File: config.mk
export PLATFORM = sky130hd
export DESIGN_NAME = dbus_uart_tx
export DESIGN_NICKNAME = d
export VERILOG_FILES = /design/src/rtl/dbus_uart_tx.sv
export SDC_FILE = /design/constraint.sdc
export NUM_CORES = 1
export LEC_CHECK = 0
export BUFFER_PORTS_ARGS = -buffer_cell sky130_fd_sc_hd__buf_2
export CORE_MARGIN = 2
export CORE_UTILIZATION = 45
export CTS_BUF_LIST = sky130_fd_sc_hd__clkbuf_16
export CTS_CLUSTER_SIZE = 12
export DETAILED_ROUTE_END_ITERATION = 7
export SYNTH_ARGS = -nofsm -noshare
export SYNTH_HDL_FRONTEND = slang
export SYNTH_SLANG_ARGS = --single-unit
File: constraint.sdc
create_clock -name i_clock -period 4.65 [get_ports i_clock]
set_clock_uncertainty 0.1 [all_clocks]
set_input_delay 0.93 -clock i_clock [delete_from_list [all_inputs] [get_ports i_clock]]
set_output_delay 0.93 -clock i_clock [all_outputs]
set_load 0.05 [all_outputs]
File: src/rtl/dbus_uart_tx.sv
// DBUS link endpoint to 8N1 UART transmitter.
// A fetch FSM fills a small FIFO that the serialiser drains.
module dbus_uart_tx #(
  parameter int CLKS_PER_BIT = 104,
  parameter int FIFO_DEPTH   = 4
) (
  input  logic                        i_clock,
  input  logic                        i_reset_n,
  input  logic                        i_avail,
  input  logic [7:0]                  i_data,
  output logic                        o_read,
  output logic                        o_tx,
  output logic                        o_busy,
  output logic [$clog2(FIFO_DEPTH):0] o_count
);

  localparam int AW = $clog2(FIFO_DEPTH);
  localparam int BW = $clog2(CLKS_PER_BIT);
  localparam logic [AW:0]   FULL      = (AW+1)'(FIFO_DEPTH);
  localparam logic [BW-1:0] BAUD_LAST = BW'(CLKS_PER_BIT - 1);

  typedef enum logic {
    F_IDLE,
    F_HOLD
  } fstate_e;

  typedef enum logic [1:0] {
    S_IDLE,
    S_START,
    S_DATA,
    S_STOP
  } tstate_e;

  fstate_e       fstate_q;
  tstate_e       tstate_q;
  logic          read_q;
  logic          tx_q;
  logic [7:0]    mem_q [FIFO_DEPTH];
  logic [AW-1:0] wr_ptr_q;
  logic [AW-1:0] rd_ptr_q;
  logic [AW:0]   count_q;
  logic [AW:0]   count_d;
  logic [BW-1:0] baud_q;
  logic [2:0]    bit_q;
  logic [7:0]    shift_q;
  logic          push;
  logic          pop;
  logic          have_data;
  logic          baud_end;

  // The byte is written on the edge that closes the o_read cycle;
  // the endpoint still holds it there.
  assign push      = read_q;
  assign have_data = (count_q != '0);
  assign baud_end  = (baud_q == BAUD_LAST);
  assign pop       = have_data &&
                     ((tstate_q == S_IDLE) ||
                      ((tstate_q == S_STOP) && baud_end));

  always_ff @(posedge i_clock or negedge i_reset_n) begin
    if (!i_reset_n) begin
      fstate_q <= F_IDLE;
      read_q   <= 1'b0;
    end else begin
      read_q <= 1'b0;
      unique case (fstate_q)
        F_IDLE: begin
          if (i_avail && (count_q < FULL)) begin
            read_q   <= 1'b1;
            fstate_q <= F_HOLD;
          end
        end
        F_HOLD: begin
          if (!i_avail) fstate_q <= F_IDLE;
        end
      endcase
    end
  end

  always_comb begin
    count_d = count_q;
    case ({push, pop})
      2'b10:   count_d = count_q + (AW+1)'(1);
      2'b01:   count_d = count_q - (AW+1)'(1);
      default: count_d = count_q;
    endcase
  end

  always_ff @(posedge i_clock or negedge i_reset_n) begin
    if (!i_reset_n) begin
      wr_ptr_q <= '0;
      rd_ptr_q <= '0;
      count_q  <= '0;
    end else begin
      if (push) wr_ptr_q <= wr_ptr_q + AW'(1);
      if (pop)  rd_ptr_q <= rd_ptr_q + AW'(1);
      count_q <= count_d;
    end
  end

  always_ff @(posedge i_clock) begin
    if (push) mem_q[wr_ptr_q] <= i_data;
  end

  // o_tx is a flop that follows the state one cycle later,
  // so every bit still lasts exactly CLKS_PER_BIT cycles.
  always_ff @(posedge i_clock or negedge i_reset_n) begin
    if (!i_reset_n) begin
      tstate_q <= S_IDLE;
      tx_q     <= 1'b1;
      baud_q   <= '0;
      bit_q    <= '0;
      shift_q  <= '0;
    end else begin
      baud_q <= baud_end ? '0 : baud_q + BW'(1);
      unique case (tstate_q)
        S_IDLE: begin
          tx_q   <= 1'b1;
          baud_q <= '0;
          bit_q  <= '0;
          if (pop) begin
            shift_q  <= mem_q[rd_ptr_q];
            tstate_q <= S_START;
          end
        end
        S_START: begin
          tx_q  <= 1'b0;
          bit_q <= '0;
          if (baud_end) tstate_q <= S_DATA;
        end
        S_DATA: begin
          tx_q <= shift_q[0];
          if (baud_end) begin
            shift_q <= shift_q >> 1;
            bit_q   <= bit_q + 3'd1;
            if (bit_q == 3'd7) tstate_q <= S_STOP;
          end
        end
        S_STOP: begin
          tx_q <= 1'b1;
          if (baud_end) begin
            if (pop) begin
              shift_q  <= mem_q[rd_ptr_q];
              tstate_q <= S_START;
            end else begin
              tstate_q <= S_IDLE;
            end
          end
        end
      endcase
    end
  end

  assign o_read  = read_q;
  assign o_tx    = tx_q;
  assign o_busy  = have_data || (tstate_q != S_IDLE);
  assign o_count = count_q;

endmodule
Yosys cells after proc, flatten, opt, wreduce, memory -nomap -nowiden
Memory sizes are Yosys's and may differ from the RTL's.
Cells that the tools add are included.

storage, ports and cells
  flip-flop bits (word level) = 30
  bits in latches = 0
  RAM bits = 32
  ROM bits = 0
  input port bits = 11
  output and inout bits = 6
  word-level logic and storage cells = 70
  memories kept = 1

operators by class
  add/sub/neg operators = 6
  $mul = 0
  div/mod/pow operators = 0
  magnitude comparators = 1
  eq/ne operators = 12
  shift operators = 0
  muxes and demuxes = 23
  bitwise logic cells = 1
  reductions and logical operators = 16

memories
  memory  words  width  rd ports  clocked after memory_dff  write ports  RTL line  source
  mem_q   4      8      1         0                         1            38        logic [7:0] mem_q [FIFO_DEPTH];

operator list
  cell                                                 number
  2-to-1 mux 8 bit                                     3
  one-hot mux 8 bit (3 select lines)                   1
  2-to-1 mux 7 bit                                     2
  one-hot mux 3 bit (2 select lines)                   2
  2-to-1 mux 2 bit                                     5
  inequality test 2 bit, second input constant         5
  one-hot mux 2 bit (4 select lines)                   1
  adder 7 x 1 -> 7 bit, second input constant          1
  equality test 7 bit, second input constant           1
  adder 3 x 1 -> 3 bit, second input constant          2
  equality test 2 bit, second input constant           3
  2-to-1 mux 1 bit                                     6
  nonzero test 2 bit                                   3
  nonzero test 3 bit                                   2
  AND reduction 5 bit                                  1
  adder 2 x 1 -> 2 bit, second input constant          2
  equality test 2 x 1 -> 1 bit, second input constant  2
  OR reduction 2 bit                                   2
  equality test 3 bit, second input constant           1
  logical AND 1 bit                                    3
  < comparator 3 bit, second input constant            1
  2-to-1 mux 3 bit                                     1
  one-hot mux 1 bit (3 select lines)                   1
  AND reduction 3 bit                                  1
  6 further kinds                                      7

Logic depth before layout (Yosys ltp)
Gate-level depths: netlist (run 1).

  word-level depth = 7
  mapped depth = 11
  depth with buffers taken out = 10

Least setup slack after synthesis (run 1)
No wires, ideal clock.

  kind = register to output
  from = register count_q[0] (netlist: o_count[0])
  to = output port o_busy
  data arrival time = 1.337 ns
  data required time = 3.620 ns
  path slack = 2.283 ns
  stages on the path, launching flop included = 3
  path buffers = 0
  cell sequence = dfrtp_1 nor3_1 nand2_1

between the ends
  longest elaborated chain between the ends = 2

ends and longest elaborated chain
  item                    RTL line  source
  start, declared         41        logic [AW:0] count_q;
  start signal, assigned  97        count_q <= count_d;
  nonzero test 3 bit      54        assign have_data = (count_q != '0);
  logical OR 1 bit        156       assign o_busy = have_data || (tstate_q != S_IDLE);
  end, declared           13        output logic o_busy,

Every way passes these cells.

Worst setup path after layout (run 1)
  from = register tstate_q[0]
  to = output port o_busy

between the ends
  longest elaborated chain between the ends = 2

ends and longest elaborated chain
  item                    RTL line  source
  start, declared         35        tstate_e tstate_q;
  start signal, assigned  109       tstate_q <= S_IDLE;
  start signal, assigned  123       tstate_q <= S_START;
  start signal, assigned  129       if (baud_end) tstate_q <= S_DATA;
  nonzero test 2 bit      156
  logical OR 1 bit        156

Every way passes these cells.

==> results.cfg, run 1 <==
[cts]
clock_sinks = 62
htreeDepth = 3
clk_path_buf_depth = 2
cts_made_buffers = 9
cts_resized = 0
cts_hold_buf = 0
clk_pin_slew_ns = 0.05
cts_tree = yes
cts_root_buffer = clkbuf_16
clk_latency_ns = 0.32
postCtsSetupRepairBufs = 0

[placed_design]
routabilityCongestion = 0.783
pre_cts_ws_ns = 2.09
hpwl_um = 3340
place_inst = 275
placed_area_um2 = 2960
port_buffers = 16

[sta]
max_freq_ghz = 0.362
finalSetupViolCount = 0
setup_ws_ns = 1.89
worst_slew_pin_slew_ns = 0.691
min_period_ns = 2.76
timing.final.max_slew_violations = 0
tns_ns = 0
relSlewSlack_pct = 53.9
rsz0062_at_grt = false
fin_crit_sh_pct = 59.4
final_hold_viol_count = 0

[logic_synthesis]
ys.flop_type = edfxtp_1
synth.distinct_cells = 36
synth-edff-count = 32
synth_cells = 188
synth_fp_nets = 213
syn_area_um2 = 2800
yosys_warnings = 0
async_flop_share_pct = 48.4
yosysSeqAreaShare_pct = 61.1
synth_area_per_cell_um2 = 14.9
synth_seq_cells = 62

[worst_setup_path]
worstPathRequired_ns = 3.62
cp_slowest_cell = ha_1
arrival_ns = 1.73
cp_slowest_stage_delay_ns = 0.43
worstSetupStartpointType = flip-flop
path_buf_inv = 2
critPathTopFamily = adder cells
crit_type = flip-flop to output pin
cp_cell_sequence = inv_1 -> ha_1 -> nand2_1 -> buf_2
r2r_slack_ns = 2.07
critPathCaptureType = output pin
timing.rr.end = shift_q[3]
crit_fanout = 12
r2r.worst_path.cells = 6
timing.rr.start = tstate_q[0]

[layout]
diodes = 0
nets = 236
instances_no_fill = 291
fillerInstances = 503
design_area_um2 = 3270
final_util_pct = 54.8
area_growth_pct = 16.6
drive_gt1_share_pct = 28.2

[grt]
grt_pass1_wl_um = 8370
grt_max_degree = 31
grt_pass1_vias = 1734
antenna_found_initial = 0
grt_overflow = 0
track_usage_pct = 15.8

[routing]
drtPass1Iterations = 4
wl_per_cell_um = 16.6
routed_wl_um = 4820
drc = 0
dr_total_vias = 1566
vias_per_cell = 5.38
antenna_left = 0
drtIter0Drc = 99

[min_path]
worstHoldPathCells = 1
hold_start = fstate_q
holdPathEnd = o_read
worstHoldPathType = flip-flop to flip-flop

[power_and_ir_drop]
power_density_nw_per_um2 = 677
p_leak_nw = 1.31
irDropWorstVdd_uv = 490

[run]
drv_cap = 0

[die]
die_w_um = 82.9
fp.dieH_um = 82.9
core_region_area_um2 = 5960
start_util_pct = 47.0
pin_count = 17
die_area_um2 = 6870
num_rows = 28

[run_status]
outcome = complete, no violations
[registers in the layout (all words and copies together), names as in the netlist]
| name | flops |
|---|---|
| baud_q | 7 |
| bit_q | 3 |
| fstate_q | 1 |
| mem_q | 32 |
| o_count | 3 |
| o_read | 1 |
| o_tx | 1 |
| rd_ptr_q | 2 |
| shift_q | 8 |
| tstate_q | 2 |
| wr_ptr_q | 2 |
[through the flow]
step	hold WS, ns	power, W
after global placement	0.316	0.00151
final	0.347	0.00221
after global routing	0.376	0.00235
after detailed placement	0.349	0.00155
after floorplan	0.307	0.00138
after CTS	0.357	0.00224
[cell families (layout without fill, tap and decap cells)]
| group | count (synthesis) | in the layout | share of synthesized area (%) |
|---|---|---|---|
| flops | 62 | 62 | 61.1 |
| simple gates | 41 | 41 | 8.31 |
| mux | 26 | 26 | 13.6 |
| compound gates | 18 | 18 | 4.82 |
| buf+inv | 16 | 44 | 2.19 |
| fa+ha+maj | 14 | 14 | 6.52 |
| xor+xnor | 11 | 11 | 3.44 |
[cell usage after synthesis (2+ instances only)]
master / instances / area [um2]
edfxtp_1: 32 / 961
dfrtp_1: 29 / 726
mux2_2: 16 / 180
ha_1: 13 / 163
inv_1: 12 / 45.0
mux4_2: 8 / 180
nand3_1: 7 / 35.0
o21ai_0: 7 / 35.0
xor2_1: 7 / 61.3
nand2_1: 6 / 22.5
nor2_1: 6 / 22.5
and2_1: 5 / 31.3
nor3_1: 4 / 20.0
xnor2_1: 4 / 35.0
a21oi_1: 3 / 15.0
and3_1: 3 / 18.8
clkbuf_1: 3 / 11.3
nor3b_1: 3 / 22.5
a41oi_1: 2 / 17.5
mux2i_1: 2 / 20.0
[report_power, final]
| group | switching, W | internal, W | leakage, nW | total [W] |
|---|---|---|---|---|
| combinational | 0.000356 | 0.000325 | 0.491 | 0.000681 |
| sequential | 0.000131 | 0.000721 | 0.663 | 0.000852 |
| clock | 0.000219 | 0.000460 | 0.155 | 0.000679 |
| total | 0.000706 | 0.00151 | 1.31 | 0.00221 |
[worst reg2reg max path, stage by stage, from the launching register on]
cell	delay [ns]
dfrtp_1	0.42
inv_1	0.13
ha_1	0.43
or3b_2	0.50
o32a_4	0.21
a21oi_4	0.28
mux2_2	0.38
[final cells by class]
type                            instances  area, um2  area share, %
Timing Repair Buffer                   16       80.1           2.45
Sequential cell                        62       1710           52.5
Clock inverter                          7       81.3           2.49
Clock buffer                            9        225           6.90
Inverter                               12       45.0           1.38
Tap cell                               75       93.8           2.87
Multi-Input combinational cell        110       1030           31.5
[placed cells by master (no fill, tap or decap), types with 3 or more instances in the layout]
cell type  instances
clkbuf_16          9
xor2_1             7
nor3_1             4
ha_1              13
o21ai_0            7
edfxtp_1          32
inv_1             13
dfrtp_1           29
nand2_1            6
and2_1             5
nand3_1            7
mux4_2             8
a21oi_1            3
buf_2             16
nor3b_1            3
nor2_1             6
and3_1             3
xnor2_1            4
mux2_2            16
[layer usage]
layer / part of all wire [%] / GRT usage (%) / up-vias
li1: - / - / 733
met1: 43 / 19.6 / 782
met2: 50 / 24.9 / 38
met3: 4.0 / 3.98 / 13
met4: 2.9 / 9.39 / 0
met5: 0 / 0 / -
[how the worst max path moves through the flow]
stage / startpoint / to / slack [ns] / depth (start not counted)
floorplan: o_count[0] / o_busy / 2.28 / 2
global placement: tstate_q[1] / shift_q[0] / 2.20 / 6
detailed placement: tstate_q[0] / shift_q[6] / 2.09 / 6
CTS: tstate_q[0] / o_busy / 1.90 / 4
global route: tstate_q[1] / o_busy / 1.80 / 4
finish: tstate_q[0] / o_busy / 1.89 / 4
(Power assumes the default switching activity.)
==> run 2, diff against run 1 <==
ABC_AREA = 1   (was unset)
clock period = 2.6 ns   (was 4.65 ns; I/O delays follow)
==> results.cfg, run 2 <==
[run_status]
outcome = complete, no violations

[logic_synthesis]
synth_fp_nets = 308
yosysTopAreaCellShare_pct = 33.6
synth_cells = 283
synth_area_per_cell_um2 = 10.1
syn_area_um2 = 2860
async_flop_share_pct = 48.4
ys.flop_type = edfxtp_1
synth.distinct_cells = 28
synth_top_cell_by_area = edfxtp_1
synth_area_leaders = edfxtp_1 (34%), dfrtp_1 (25%), nand2_1 (11%)
yosys_warnings = 0
synth_most_common_cell = nand2_1
yosysSeqAreaShare_pct = 59.8
synth-edff-count = 32
synth_commonest_cells = nand2_1 (84), nand3_1 (36), edfxtp_1 (32)
synth_seq_cells = 62

[die]
start_util_pct = 45.9
num_rows = 29
die_w_um = 83.8
pin_count = 17
fp.dieH_um = 83.8
die_area_um2 = 7020
core_region_area_um2 = 6240

[sta]
timing.final.max_slew_violations = 0
max_freq_ghz = 0.430
fin_crit_sh_pct = 89.5
worst_slew_pin_slew_ns = 0.656
min_period_ns = 2.33
final_hold_viol_count = 0
tns_ns = 0
rsz0062_at_grt = false
finalSetupViolCount = 0
relSlewSlack_pct = 56.3

[cts]
cts_made_buffers = 9
htreeDepth = 3
clock_sinks = 62
cts_resized = 0
clk_path_buf_depth = 2
cts_root_buffer = clkbuf_16
cts_hold_buf = 0
clk_latency_ns = 0.33
postCtsSetupRepairBufs = 0
cts_tree = yes
clk_pin_slew_ns = 0.06

[grt]
grt_overflow = 0
antenna_found_initial = 0
track_usage_pct = 16.7
grt_pass1_vias = 1930
grt_pass1_wl_um = 9080
grt_max_degree = 31

[layout]
final_cell_mix = nand2_1 (84), nand3_1 (36), edfxtp_1 (32), dfrtp_1 (29), inv_1 (27)
diodes = 0
design_area_um2 = 3350
top_register = mem_q
layout_commonest_cell = nand2_1
final_util_pct = 53.6
largest_register_ff_count = 32
fillerInstances = 593
nets = 330
top_regs = mem_q x32, shift_q x8, baud_q x7
drive_gt1_share_pct = 15.2
area_growth_pct = 16.9

[power_and_ir_drop]
power_density_nw_per_um2 = 1270
power_frac_comb_pct = 35.7
irDropWorstVdd_uv = 705
p_switching_w = 0.00165
power.total_w = 0.00426
swShare_pct = 38.7
p_leak_nw = 1.53
p_clk_share_pct = 30.6
intPower_w = 0.00261
pwr-share-seq_pct = 33.7

[run]
drv_cap = 0

[placed_design]
routabilityCongestion = 0.768
hpwl_um = 3380
port_buffers = 16
placed_area_um2 = 3010

[routing]
wl_per_cell_um = 13.1
antenna_left = 0
vias_per_cell = 4.83
routed_wl_um = 5080
dr_total_vias = 1869
drtIter0Drc = 104
drtPass1Iterations = 4
drc = 0

[worst_setup_path]
arrival_ns = 2.48
critPathCaptureType = flip-flop
crit_type = flip-flop to flip-flop
worstSetupStartpointType = flip-flop
worstPathRequired_ns = 2.75
crit_fanout = 5

[min_path]
worstHoldPathType = input pin to asynchronous set/reset pin
==> run 2: changes by cell type after synthesis, sizes merged, moves of 5 or more <==
cell   before  now
mux2       16    0
nand3       7   36
inv        12   28
nand2       6   90
mux4        8    0
nor2        7   17
and2        5    0
==> run 2: final timing paths <==
kind | from | to | slack [ns] | depth (start not counted)
min in group i_clock | i_data[4] | mem_q[1][4] | 0.30 | 1
worst min register to register | fstate_q | o_read | 0.33 | 1
worst max-delay path | tstate_q[0] | o_count[2] | 0.27 | 13
worst max register to register | tstate_q[0] | o_count[2] | 0.27 | 13
max in group asynchronous | i_reset_n | shift_q[7] | 1.85 | 1
worst min-delay path | i_reset_n | baud_q[5] | 0.12 | 1
==> run 2: logic make-up (layout without fill, tap and decap cells) <==
| logic type | Yosys count | after routing | share of synthesized area [%] |
|---|---|---|---|
| simple gates | 148 | 148 | 23.4 |
| flops | 62 | 62 | 59.8 |
| buf+inv | 35 | 62 | 5.15 |
| compound gates | 19 | 19 | 3.76 |
| fa+ha+maj | 14 | 14 | 6.38 |
| xor+xnor | 5 | 5 | 1.53 |
==> run 2: final cells by class <==
cell class / count / area, um2 / area share [%]
Multi-Input combinational cell: 186 / 1010 / 30.2
Clock buffer: 9 / 225 / 6.73
Tap cell: 77 / 96.3 / 2.88
Clock inverter: 7 / 103 / 3.07
Timing Repair Buffer: 18 / 95.1 / 2.84
Sequential cell: 62 / 1710 / 51.2
Inverter: 28 / 105 / 3.14
==> run 2: power groups by stage <==
stage / registers, W / clock network [W] / logic [W]
3_5_place_dp: 0.00145 / 0 / 0.00152
6_report: 0.00143 / 0.00131 / 0.00152
3_3_place_gp: 0.00145 / 0 / 0.00151
4_1_cts: 0.00144 / 0.00133 / 0.00153
2_1_floorplan: 0.00151 / 0 / 0.00111
5_1_grt: 0.00147 / 0.00137 / 0.00175
==> run 2: worst max-delay path, cell delays in order (launching register included) <==
cell and delay [ns]:
dfrtp_1 0.42, inv_1 0.13, ha_2 0.23, nor2_1 0.07
a21oi_2 0.17, nand2_4 0.11, inv_1 0.09, ha_1 0.14
inv_1 0.06, fa_1 0.38, nor2_1 0.11, nor2_1 0.04
nand2_1 0.07, xor2_1 0.13
==> run 2: routing by layer <==
layer,part of all wire (%),GRT usage (%),vias up
met3,2.6,4.15,9
met2,47,25.4,26
li1,-,-,969
met4,2.3,8.21,0
met1,48,22.3,865
met5,0,0,-
==> run 2: per-stage QoR <==
stage	setup WS, ns	hold slack [ns]	std cells
floorplan	0.246	0.124	283
global placement	0.268	0.317	371
detailed placement	0.166	0.322	371
CTS	0.155	0.150	387
global route	0.0441	0.188	387
finish	0.273	0.122	387
==> run 3, diff against run 2 <==
clock period = 2.95 ns   (was 2.6 ns; I/O delays follow)
==> results.cfg, run 3 (synthesis gave the netlist of run 2 again) <==
[worst_setup_path]
crit_type = flip-flop to flip-flop
cp_cell_sequence = inv_1 -> ha_1 -> nor2_1 -> a21oi_1 -> nand2_4 -> inv_1 -> ha_1 -> inv_1 -> fa_1 -> nor2_1 -> nor2_1 -> nand2_1 -> xor2_1
timing.rr.start = tstate_q[0]
crit_fanout = 5
cp_slowest_cell = dfrtp_1
cp_slowest_stage_delay_ns = 0.42
worstPathRequired_ns = 3.11
worstSetupStartpoint = tstate_q[0]
arrival_ns = 2.55
path_buf_inv = 3
critPathTopFamily = adder cells
worstSetupStartpointType = flip-flop
critPathCaptureType = flip-flop

[sta]
tns_ns = 0
rsz0062_at_grt = false
relSlewSlack_pct = 54.6
max_freq_ghz = 0.418
hold_ws_ns = 0.203
finalSetupViolCount = 0
worst_slew_pin_slew_ns = 0.681
min_period_ns = 2.40
final_hold_viol_count = 0
timing.final.max_slew_violations = 0
setup_ws_ns = 0.555
fin_crit_sh_pct = 81.2

[routing]
wl_per_cell_um = 13.4
drtPass1Iterations = 4
vias_per_cell = 4.94
drtIter0Drc = 109
drc = 0
routed_wl_um = 5210
antenna_left = 0
dr_total_vias = 1917

[power_and_ir_drop]
power.total_w = 0.00374
p_leak_nw = 1.53
irDropWorstVdd_uv = 560
power_density_nw_per_um2 = 1120

[layout]
final_cell_mix = nand2_1 (84), nand3_1 (36), edfxtp_1 (32), dfrtp_1 (29), inv_1 (27)
area_growth_pct = 16.8
design_area_um2 = 3340
largest_register_ff_count = 32
fillerInstances = 563
layout_commonest_cell = nand2_1
diodes = 0
top_register = mem_q
nets = 331
drive_gt1_share_pct = 14.8
top_regs = mem_q x32, shift_q x8, baud_q x7

[placed_design]
port_buffers = 16
pre_cts_ws_ns = 0.559
hpwl_um = 3400
placed_area_um2 = 3020
routabilityCongestion = 0.797

[cts]
cts_root_buffer = clkbuf_16
cts_made_buffers = 9
cts_hold_buf = 0
clk_pin_slew_ns = 0.06
cts_resized = 0
htreeDepth = 3
cts_tree = yes
clock_sinks = 62
postCtsSetupRepairBufs = 0
clk_latency_ns = 0.33
clk_path_buf_depth = 2

[die]
core_region_area_um2 = 6240
start_util_pct = 45.9
num_rows = 29
pin_count = 17
die_area_um2 = 7020
fp.dieH_um = 83.8
die_w_um = 83.8

[run]
drv_cap = 0

[run_status]
outcome = complete, no violations

[grt]
grt_overflow = 0
grt_max_degree = 31
grt_pass1_wl_um = 9240
grt_pass1_vias = 1904
antenna_found_initial = 0
track_usage_pct = 17.1

[min_path]
worstHoldPathType = input pin to asynchronous set/reset pin
==> run 3: where the power goes <==
part	internal (W)	switching, W
clock network	0.000741	0.000394
registers	0.00112	0.000139
logic	0.000427	0.000913
total	0.00229	0.00145
==> run 3: stage by stage <==
step / std cells / utilization, %
5_1_grt: 388 / 53.6
2_1_floorplan: 283 / -
3_3_place_gp: 372 / 48.4
4_1_cts: 388 / 53.6
3_5_place_dp: 372 / 48.4
6_report: 388 / 53.6
==> run 3: area by class of cell <==
| class | instances | area, um2 | area share (%) |
|---|---|---|---|
| clock inverter | 7 | 98.8 | 2.96 |
| clock buffer | 9 | 225 | 6.73 |
| timing repair buffer | 19 | 103 | 3.07 |
| inverter | 28 | 105 | 3.14 |
| sequential | 62 | 1710 | 51.2 |
| tap | 77 | 96.3 | 2.88 |
| multi-input combinational | 186 | 1000 | 30.0 |
==> run 3: worst paths after layout <==
path | depth (start not counted) | slack [ns] | endpoint
worst min register to register | 1 | 0.33 | o_read
worst min-delay path | 1 | 0.20 | baud_q[6]
worst max register to register | 13 | 0.55 | o_count[2]
min in group i_clock | 1 | 0.33 | o_read
worst max-delay path | 13 | 0.55 | o_count[2]
max in group asynchronous | 1 | 2.11 | shift_q[7]
==> run 3: worst register-to-register path: cells and delay by family, from the launching register on <==
family	cells	cell delay (ns)
AO/OA/AOI/OAI	1	0.25
XOR/XNOR	1	0.13
adder cells (fa/ha/maj)	3	0.74
buffers and inverters	3	0.27
flip-flops	1	0.42
AND/OR/NAND/NOR	5	0.42
==> run 3: metal layers <==
layer / global-route usage, % / share of wire (%) / up-vias
met5: 0 / 0 / -
met4: 9.09 / 2.9 / 0
met3: 3.36 / 3.0 / 12
met2: 26.4 / 48 / 33
met1: 22.7 / 46 / 902
li1: - / - / 970
